$ cat src/rtl/pet_pkg.sv
// Shared constants for the pet action scheduler.
// ST_COOL exists only when PET_COOLDOWN_EN is defined.
package pet_pkg;

    localparam int NUM_ACTIONS = 5;

    localparam logic [2:0] OP_DECAY = 3'd0;
    localparam logic [2:0] OP_FEED  = 3'd1;
    localparam logic [2:0] OP_PLAY  = 3'd2;
    localparam logic [2:0] OP_CLEAN = 3'd3;
    localparam logic [2:0] OP_SLEEP = 3'd4;
    localparam logic [2:0] OP_HEAL  = 3'd5;

    typedef enum logic [1:0] {
        ST_IDLE  = 2'd0,
        ST_OFFER = 2'd1
`ifdef PET_COOLDOWN_EN
        , ST_COOL = 2'd2
`endif
    } state_e;

    // First requesting action at or after ptr, wrapping; returns action index.
    function automatic logic [2:0] rr_pick(
        input logic [NUM_ACTIONS-1:0] req,
        input logic [2:0]             ptr
    );
        logic [2:0] idx;
        logic       found;
        rr_pick = ptr;
        found   = 1'b0;
        for (int i = 0; i < NUM_ACTIONS; i++) begin
            idx = 3'((int'(ptr) + i) % NUM_ACTIONS);
            if (!found && req[idx]) begin
                rr_pick = idx;
                found   = 1'b1;
            end
        end
    endfunction

endpackage

$ cat src/rtl/pet_tick_gen.sv
// Stat-decay prescaler: counts 0..TICK_COUNT-1 while enabled and
// pulses tick_o for one cycle on the last count.
module pet_tick_gen #(
    parameter logic [23:0] TICK_COUNT = 24'd10_000_000
) (
    input  logic clk_i,
    input  logic rst_ni,
    input  logic ena_i,
    output logic tick_o
);

    logic [23:0] cnt_q, cnt_d;

    assign tick_o = ena_i && (cnt_q == TICK_COUNT - 24'd1);

    always_comb begin
        cnt_d = cnt_q;
        if (ena_i) begin
            cnt_d = tick_o ? 24'd0 : cnt_q + 24'd1;
        end
    end

    always_ff @(posedge clk_i or negedge rst_ni) begin
        if (!rst_ni) begin
            cnt_q <= 24'd0;
        end else begin
            cnt_q <= cnt_d;
        end
    end

endmodule

$ cat src/rtl/pet_action_sched.sv
// Pet action scheduler: latches request edges and decay ticks, then offers
// them one at a time to the stats datapath. PET_COOLDOWN_EN adds a lockout.
module pet_action_sched
    import pet_pkg::*;
#(
    parameter logic [23:0] TICK_COUNT = 24'd10_000_000,
    parameter logic [7:0]  COOLDOWN   = 8'd16
) (
    input  logic                   clk,
    input  logic                   rst_n,
    input  logic                   ena,
    input  logic [NUM_ACTIONS-1:0] req_in,
    input  logic                   op_ready,
    output logic                   op_valid,
    output logic [2:0]             op_code,
    output logic [NUM_ACTIONS:0]   pending,
    output logic                   busy
);

    state_e                 state_q, state_d;
    logic [2:0]             code_q, code_d;
    logic [2:0]             ptr_q, ptr_d;
    logic [NUM_ACTIONS:0]   pend_q, pend_d;
    logic [NUM_ACTIONS-1:0] req_q;
    logic [NUM_ACTIONS-1:0] rise;
    logic                   tick;

`ifdef PET_COOLDOWN_EN
    logic [7:0] cool_q, cool_d;
`else
    logic unused_cooldown;
    assign unused_cooldown = ^COOLDOWN;
`endif

    pet_tick_gen #(
        .TICK_COUNT(TICK_COUNT)
    ) u_tick (
        .clk_i (clk),
        .rst_ni(rst_n),
        .ena_i (ena),
        .tick_o(tick)
    );

    assign rise     = req_in & ~req_q;
    assign op_valid = (state_q == ST_OFFER);
    assign op_code  = code_q;
    assign pending  = pend_q;
    assign busy     = (state_q != ST_IDLE);

    always_comb begin
        state_d = state_q;
        code_d  = code_q;
        ptr_d   = ptr_q;
        pend_d  = pend_q;
`ifdef PET_COOLDOWN_EN
        cool_d  = cool_q;
`endif
        unique case (state_q)
            ST_IDLE: begin
                if (ena && (pend_q != '0)) begin
                    state_d = ST_OFFER;
                    code_d  = pend_q[0] ? OP_DECAY
                            : rr_pick(pend_q[NUM_ACTIONS:1], ptr_q) + 3'd1;
                end
            end
            ST_OFFER: begin
                if (op_ready) begin
                    pend_d[code_q] = 1'b0;
                    if (code_q == OP_DECAY) begin
                        state_d = ST_IDLE;
                    end else begin
                        // Action index is code-1, so the next start is code mod 5.
                        ptr_d = (code_q == OP_HEAL) ? 3'd0 : code_q;
`ifdef PET_COOLDOWN_EN
                        if (COOLDOWN == 8'd0) begin
                            state_d = ST_IDLE;
                        end else begin
                            state_d = ST_COOL;
                            cool_d  = COOLDOWN - 8'd1;
                        end
`else
                        state_d = ST_IDLE;
`endif
                    end
                end
            end
`ifdef PET_COOLDOWN_EN
            ST_COOL: begin
                if (cool_q == 8'd0) begin
                    state_d = ST_IDLE;
                end else begin
                    cool_d = cool_q - 8'd1;
                end
            end
`endif
            default: state_d = ST_IDLE;
        endcase
        // New events win over the handshake clear.
        pend_d = pend_d | {rise, tick};
    end

    always_ff @(posedge clk or negedge rst_n) begin
        if (!rst_n) begin
            state_q <= ST_IDLE;
            code_q  <= OP_DECAY;
            ptr_q   <= 3'd0;
            pend_q  <= '0;
            req_q   <= '0;
`ifdef PET_COOLDOWN_EN
            cool_q  <= 8'd0;
`endif
        end else begin
            state_q <= state_d;
            code_q  <= code_d;
            ptr_q   <= ptr_d;
            pend_q  <= pend_d;
            req_q   <= req_in;
`ifdef PET_COOLDOWN_EN
            cool_q  <= cool_d;
`endif
        end
    end

endmodule

$ cat config.mk
export PLATFORM = sky130hd
export DESIGN_NAME = pet_action_sched
export DESIGN_NICKNAME = d
export VERILOG_FILES = /design/src/rtl/pet_pkg.sv /design/src/rtl/pet_tick_gen.sv /design/src/rtl/pet_action_sched.sv
export SDC_FILE = /design/constraint.sdc
export NUM_CORES = 1
export LEC_CHECK = 0
export CAP_MARGIN = 40
export CELL_PAD_IN_SITES_DETAIL_PLACEMENT = 1
export CELL_PAD_IN_SITES_GLOBAL_PLACEMENT = 2
export CORE_MARGIN = 2
export CORE_UTILIZATION = 37
export CTS_CLUSTER_SIZE = 40
export DETAILED_ROUTE_END_ITERATION = 6
export PLACE_DENSITY_LB_ADDON = 0.2
export SETUP_SLACK_MARGIN = 0.1
export SLEW_MARGIN = 20
export SYNTH_ARGS = -nofsm -noshare
export SYNTH_HDL_FRONTEND = slang
export SYNTH_SLANG_ARGS = --single-unit
$ cat constraint.sdc
create_clock -name clk -period 5.9 [get_ports clk]
set_input_delay 1.18 -clock clk [delete_from_list [all_inputs] [get_ports clk]]
set_output_delay 1.18 -clock clk [all_outputs]
set_load 0.005 [all_outputs]
### After elaboration in Yosys (flattened, before gate mapping)

Index checks and enable logic that the tools add are counted.

* register bits: 43
* bits in latches: 0
* RAM bits: 0
* ROM bits: 0
* input bits: 9
* output and inout port bits: 11
* logic and storage cells: 92
* memories: 0

* $add $sub $neg: 6
* multipliers: 0
* divide/modulo/power cells: 5
* magnitude comparators: 7
* eq/ne operators: 5
* shift operators: 0
* muxes and demuxes: 39
* bitwise logic cells: 6
* reduce and logical (&&, ||, !) cells: 18

Operators with widths (count)
* 32-bit by 4-bit remainder unit with 32-bit output, second input constant: 4
* 4-bit by 4-bit remainder unit with 32-bit output, second input constant: 1
* 3-bit 2-to-1 mux: 9
* 24-bit by 1-bit adder with 24-bit output, second input constant: 1
* 24-bit == test, second input constant: 1
* 3-bit by 4-bit < comparator with 1-bit output, second input constant: 6
* 24-bit 2-to-1 mux: 1
* 1-bit 2-to-1 mux: 18
* 1-bit binary-select mux with 3-bit select: 5
* 6-bit 2-to-1 mux: 2
* 3-bit by 2-bit adder with 4-bit output, second input constant: 2
* 1-bit logical AND: 7
* 6-bit bitwise AND: 1
* 6-bit NOT: 1
* 6-bit OR: 1
* 6-bit nonzero test: 1
* 5-bit bitwise AND: 1
* 5-bit NOT: 1
* 3-bit by 1-bit adder with 4-bit output, second input constant: 1
* 3-bit by 3-bit adder with 4-bit output, second input constant: 1
* 1-bit zero test: 4
* 2-bit 2-to-1 mux: 2
* 2-bit != test, second input constant: 2
* 2-bit case mux with 2 select lines: 1
* other kinds (11): 12

### Logic depth before layout (Yosys ltp)

* depth after elaboration: 28
* mapped depth: 26

### Modules after synthesis

A second synthesis with hierarchy kept.

* cell total of the unflattened synthesis: 412
* area, all modules: 3717.3 um2

By module, submodules not included
* pet_action_sched: times used 1, cells an instance 292, area an instance 2429.8 um2, sequential area each 450.4 um2
* pet_tick_gen: times used 1, cells an instance 120, area an instance 1287.5 um2, sequential area each 600.6 um2

### Worst setup path before layout

No wires, ideal clock.

* path kind: reg-to-reg
* start: reg ptr_q[0]
* end: reg code_q[2], in the netlist op_code[2]
* data arrival time: 5240 ps
* data required time: 5757 ps
* path slack: 517 ps
* stages on the path, launching flop included: 27
* path buffers: 3
* cell sequence: dfrtp_1 > buf_2 > buf_4 > inv_1 > ha_1 > inv_1 > ha_1 > inv_1 > ha_1 > nor3_2 > nor3_1 > or2_0 > clkbuf_1 > ha_1 > inv_1 > o21ai_0 > o32ai_1 > a31oi_1 > a22oi_1 > o31ai_1 > a2111o_1 > o2111a_1 > o22a_1 > or2_1 > ha_1 > nor3_1 > o41ai_2

* word-level cells in the longest chain between the ends: 28
* elaborated cells between the ends (all ways): 48
* those cells by class: add/sub: 5; div: 5; mux: 30; reduce/logical: 8

RTL lines
* start: declaration: RTL line pet_action_sched.sv:22 `logic [2:0] ptr_q, ptr_d;`
* start signal: assignment: RTL line pet_action_sched.sv:115 `ptr_q <= ptr_d;`
* branches (longest 23 deep; another with 32-bit by 4-bit remainder unit with 32-bit output)
* 3-bit 2-to-1 mux *: RTL line pet_pkg.sv:33 `if (!found && req[idx]) begin`
* 3-bit 2-to-1 mux *: RTL line pet_action_sched.sv:60 `if (ena && (pend_q != '0)) begin`
* 3-bit 2-to-1 mux *: RTL line pet_action_sched.sv:58 `unique case (state_q)`
* 3-bit by 1-bit adder with 3-bit output *: RTL line pet_action_sched.sv:63 `: rr_pick(pend_q[NUM_ACTIONS:1], ptr_q) + 3'd1;`
* 3-bit 2-to-1 mux *: RTL line pet_action_sched.sv:62 `code_d = pend_q[0] ? OP_DECAY`
* end signal: assignment: RTL line pet_action_sched.sv:114 `code_q <= code_d;`
* end: declaration: RTL line pet_action_sched.sv:21 `logic [2:0] code_q, code_d;`

Mark *: on every way between the ends. The select of a mux whose other input is x is not followed.
A chain may end at the register's enable or synchronous reset.

### Final worst setup path

* start: reg ptr_q[1]
* end: reg code_q[2], in the netlist op_code[2]

The elaborated chain is that of the path after synthesis.

==> metrics.yaml <==
vias: 2847
clock_sinks: 42
synth_top_area_frac: 0.317
yosysUniqueCellTypes: 75
wire_per_inst_microns: 17.0
path_class: "reg2reg"
hold_viol: 0
cts_buffers: 5
fillers: 1028
synth_edf_count: 0
power_density_nw_per_um2: 579
core_area_sq_um: 8720
syn_area_per_cell_sq_um: 8.76
worst-path-max-fanout: 9
routed_wl_mm: 8.57
cp.required_ns: 6.09
clk_latency_ns: 0.29
ios: 20
cap_viol_max_count: 0
start_util: 0.380
final_util: 0.429
n_antenna_cell: 0
grt_max_degree: 25
ys_async_sr_fraction: 1.00
leakagePower_nw: 1.66
peakVddDrop_mv: 0.197
drt_iter0_markers: 71
switching_share: 0.481
detail-route-antenna-nets: 0
die_area_sq_um: 9720
p_total_mw: 2.16
setup_tns_ns: 0
use_met2: 0.323
clk_pin_slew_worst_paths_ns: 0.08
placement.io_buffers: 19
grt-ovfl-total: 0
syn-instance-count: 378
vias_per_cell: 5.66
drive_above_1_share: 0.109
synth_top_area_cell: "dfrtp_1"
fin_crit_sh: 0.916
clockBufferDepth: 2
seq_area_frac_synth: 0.317
cts_tree: "done"
met3_usage: 0.0184
synth-main-ff-cell: "dfrtp_1"
antenna_found_initial: 0
combPwrFrac: 0.697
finalClockSkew_ns: 0.00400
p_seq_frac: 0.197
grt_pass1_vias: 2967
met1_usage: 0.246
area_delta_synth_final_pct: 13.0
synth_seq_cells: 42
slew_headroom: 0.645
rsz0062_at_grt: "no"
syn_area_sq_um: 3310
post_cts_buffers: 0
p_int_mw: 1.12
track_usage: 0.186
crit_path_end_kind: "register"
pre_cts_slack_ns: 0.230
arrival_ns: 5.59
hold_class: "reg2reg"
yosys_warnings: 0
cts_root_buf: "clkbuf_8"
gp_congestion: 0.865
synth_area_leaders: "dfrtp_1, ha_1, xnor2_1"
fmax_ghz: 0.185
period_minus_slack_ns: 5.40
syn_nets: 408
busiest_layer: "met2"
start_kind: "register"
fp.dieH_microns: 98.6
max_slew.worst_pin.slew_ns: 0.532
hpwl_mm: 6.69
num-nets-final: 425
cts-htree-levels: 2
outcome: "finished, final reports clean"
drv_slew: 0
post-route-drc-count: 0
num_rows: 34
grt_pass1_wl_mm: 14.8
clock_power_share: 0.106
power_switching_mw: 1.04
setup_slack_ns: 0.498
dr.pass1.iters: 4
die_w_microns: 98.6
hold_slack_ns: 0.421
setup_viol: 0
==> worst max-delay path: stages (launching register included) <==
cell      delay, ns
dfrtp_2        0.50
inv_4          0.13
ha_1           0.17
inv_1          0.05
ha_1           0.39
inv_1          0.11
ha_1           0.23
nor3_4         0.24
nor3_1         0.11
or2_1          0.32
ha_1           0.25
inv_1          0.05
o21ai_0        0.09
o32a_1         0.38
or3_1          0.32
a21oi_1        0.21
o31ai_1        0.14
a2111o_1       0.41
o2111a_1       0.17
o22a_1         0.21
or2_1          0.25
ha_1           0.20
o21a_1         0.12
o41ai_2        0.25
==> cell usage in the layout, fill, tap and decap left out, types with 2 or more instances in the layout <==
master,netlist,routed
nand2b_1,9,9
nand2_1,29,29
or4_1,2,2
nand4_1,10,10
o22a_1,2,2
nor2b_1,5,5
a21o_1,3,3
mux2i_1,8,8
mux2_2,3,3
nor2_1,28,28
or2_2,2,2
nand3_1,13,13
nor4b_1,2,2
a31oi_1,3,3
o21ai_0,23,23
o41ai_2,2,2
nor3_1,11,11
a221oi_1,2,2
o21ai_1,3,3
inv_1,22,21
or2_1,1,2
buf_4,2,6
clkdlybuf4s50_1,0,18
xor2_1,11,11
clkbuf_8,0,6
a22oi_1,2,2
o31ai_1,3,3
xnor2_1,17,17
buf_2,4,2
dfrtp_1,42,41
o311a_1,2,2
and3_1,12,12
or3_1,3,3
a21oi_1,18,18
o211ai_1,5,5
o21a_1,3,3
o22ai_1,2,2
ha_1,21,21
==> layer usage <==
layer,vias up,part of all wire
li1,1393,-
met1,1403,0.46
met2,39,0.50
met3,12,0.022
met4,0,0.016
met5,-,0
==> cell type report <==
type,count,area [sq um],share of cell area
clock buffers,6,82.6,0.0221
clock inverters,1,30.0,0.00803
inverters,23,88.8,0.0237
multi-input cells,296,2090,0.559
flip-flops and latches,42,1050,0.281
well taps,108,135,0.0361
repair buffers,27,263,0.0702
==> what timing repair did <==
item / 4_1_cts / 5_1_grt
endpoints found under the setup margin: 0 / 2
hold buffers: 0 / 0
gates resized for setup: 0 / 5
==> per-stage QoR <==
| stage | instance area, sq um | std cells |
|---|---|---|
| 5_1_grt | 3740 | 503 |
| 3_3_place_gp | 3580 | 493 |
| 4_1_cts | 3730 | 503 |
| 3_5_place_dp | 3620 | 496 |
| 6_report | 3740 | 503 |
| 2_1_floorplan | 3310 | 378 |
==> sequential cells by signal, indices dropped and copies added (netlist names) <==
| signal | count |
|---|---|
| op_code | 3 |
| pending | 6 |
| ptr_q | 3 |
| req_q | 5 |
| state_q | 1 |
| u_tick.cnt_q | 24 |
==> power groups by stage <==
stage | logic [mW] | clock network (mW) | registers, mW
floorplan | 1.18 | 0 | 0.390
global placement | 1.46 | 0 | 0.426
detailed placement | 1.50 | 0 | 0.430
CTS | 1.50 | 0.238 | 0.425
global route | 1.70 | 0.244 | 0.438
finish | 1.51 | 0.228 | 0.427
==> synth_stat cells, types with 3 or more instances <==
cell,n
nand2_1,29
o211ai_1,5
nand3_1,13
o31ai_1,3
nor3_1,11
buf_2,4
nand4_1,10
a21oi_1,18
xnor2_1,17
o21ai_1,3
dfrtp_1,42
mux2i_1,8
xor2_1,11
or3_1,3
nor2b_1,5
nand2b_1,9
ha_1,21
and3_1,12
inv_1,22
nor2_1,28
mux2_2,3
a21o_1,3
o21ai_0,23
a31oi_1,3
clkbuf_1,9
o21a_1,3
==> path summary, 6_finish.rpt <==
| check | cells after the start | slack, ns | endpoint | startpoint |
|---|---|---|---|---|
| worst min register to register | 1 | 0.42 | pending[5]$_DFF_PN0_ | req_q[4]$_DFF_PN0_ |
| min in group asynchronous | 1 | 0.84 | u_tick.cnt_q[17]$_DFFE_PN0P_ | rst_n |
| max in group asynchronous | 2 | 4.58 | op_code[2]$_DFFE_PN0P_ | rst_n |
| worst max-delay path | 23 | 0.50 | op_code[2]$_DFFE_PN0P_ | ptr_q[1]$_DFFE_PN0P_ |
| worst min-delay path | 1 | 0.42 | pending[5]$_DFF_PN0_ | req_q[4]$_DFF_PN0_ |
| worst max register to register | 23 | 0.50 | op_code[2]$_DFFE_PN0P_ | ptr_q[1]$_DFFE_PN0P_ |
==> cell families (layout without fill, tap and decap cells) <==
kind of cell    count (synthesis)  in the layout  share of synthesized area
simple gates                  138            138                      0.216
compound gates                 96             96                      0.212
buf+inv                        40             57                     0.0536
mux                            12             12                     0.0389
flops                          42             42                      0.317
xor+xnor                       29             29                     0.0824
fa+ha+maj                      21             21                     0.0793
No activity file was read; power rests on OpenSTA's default activity.
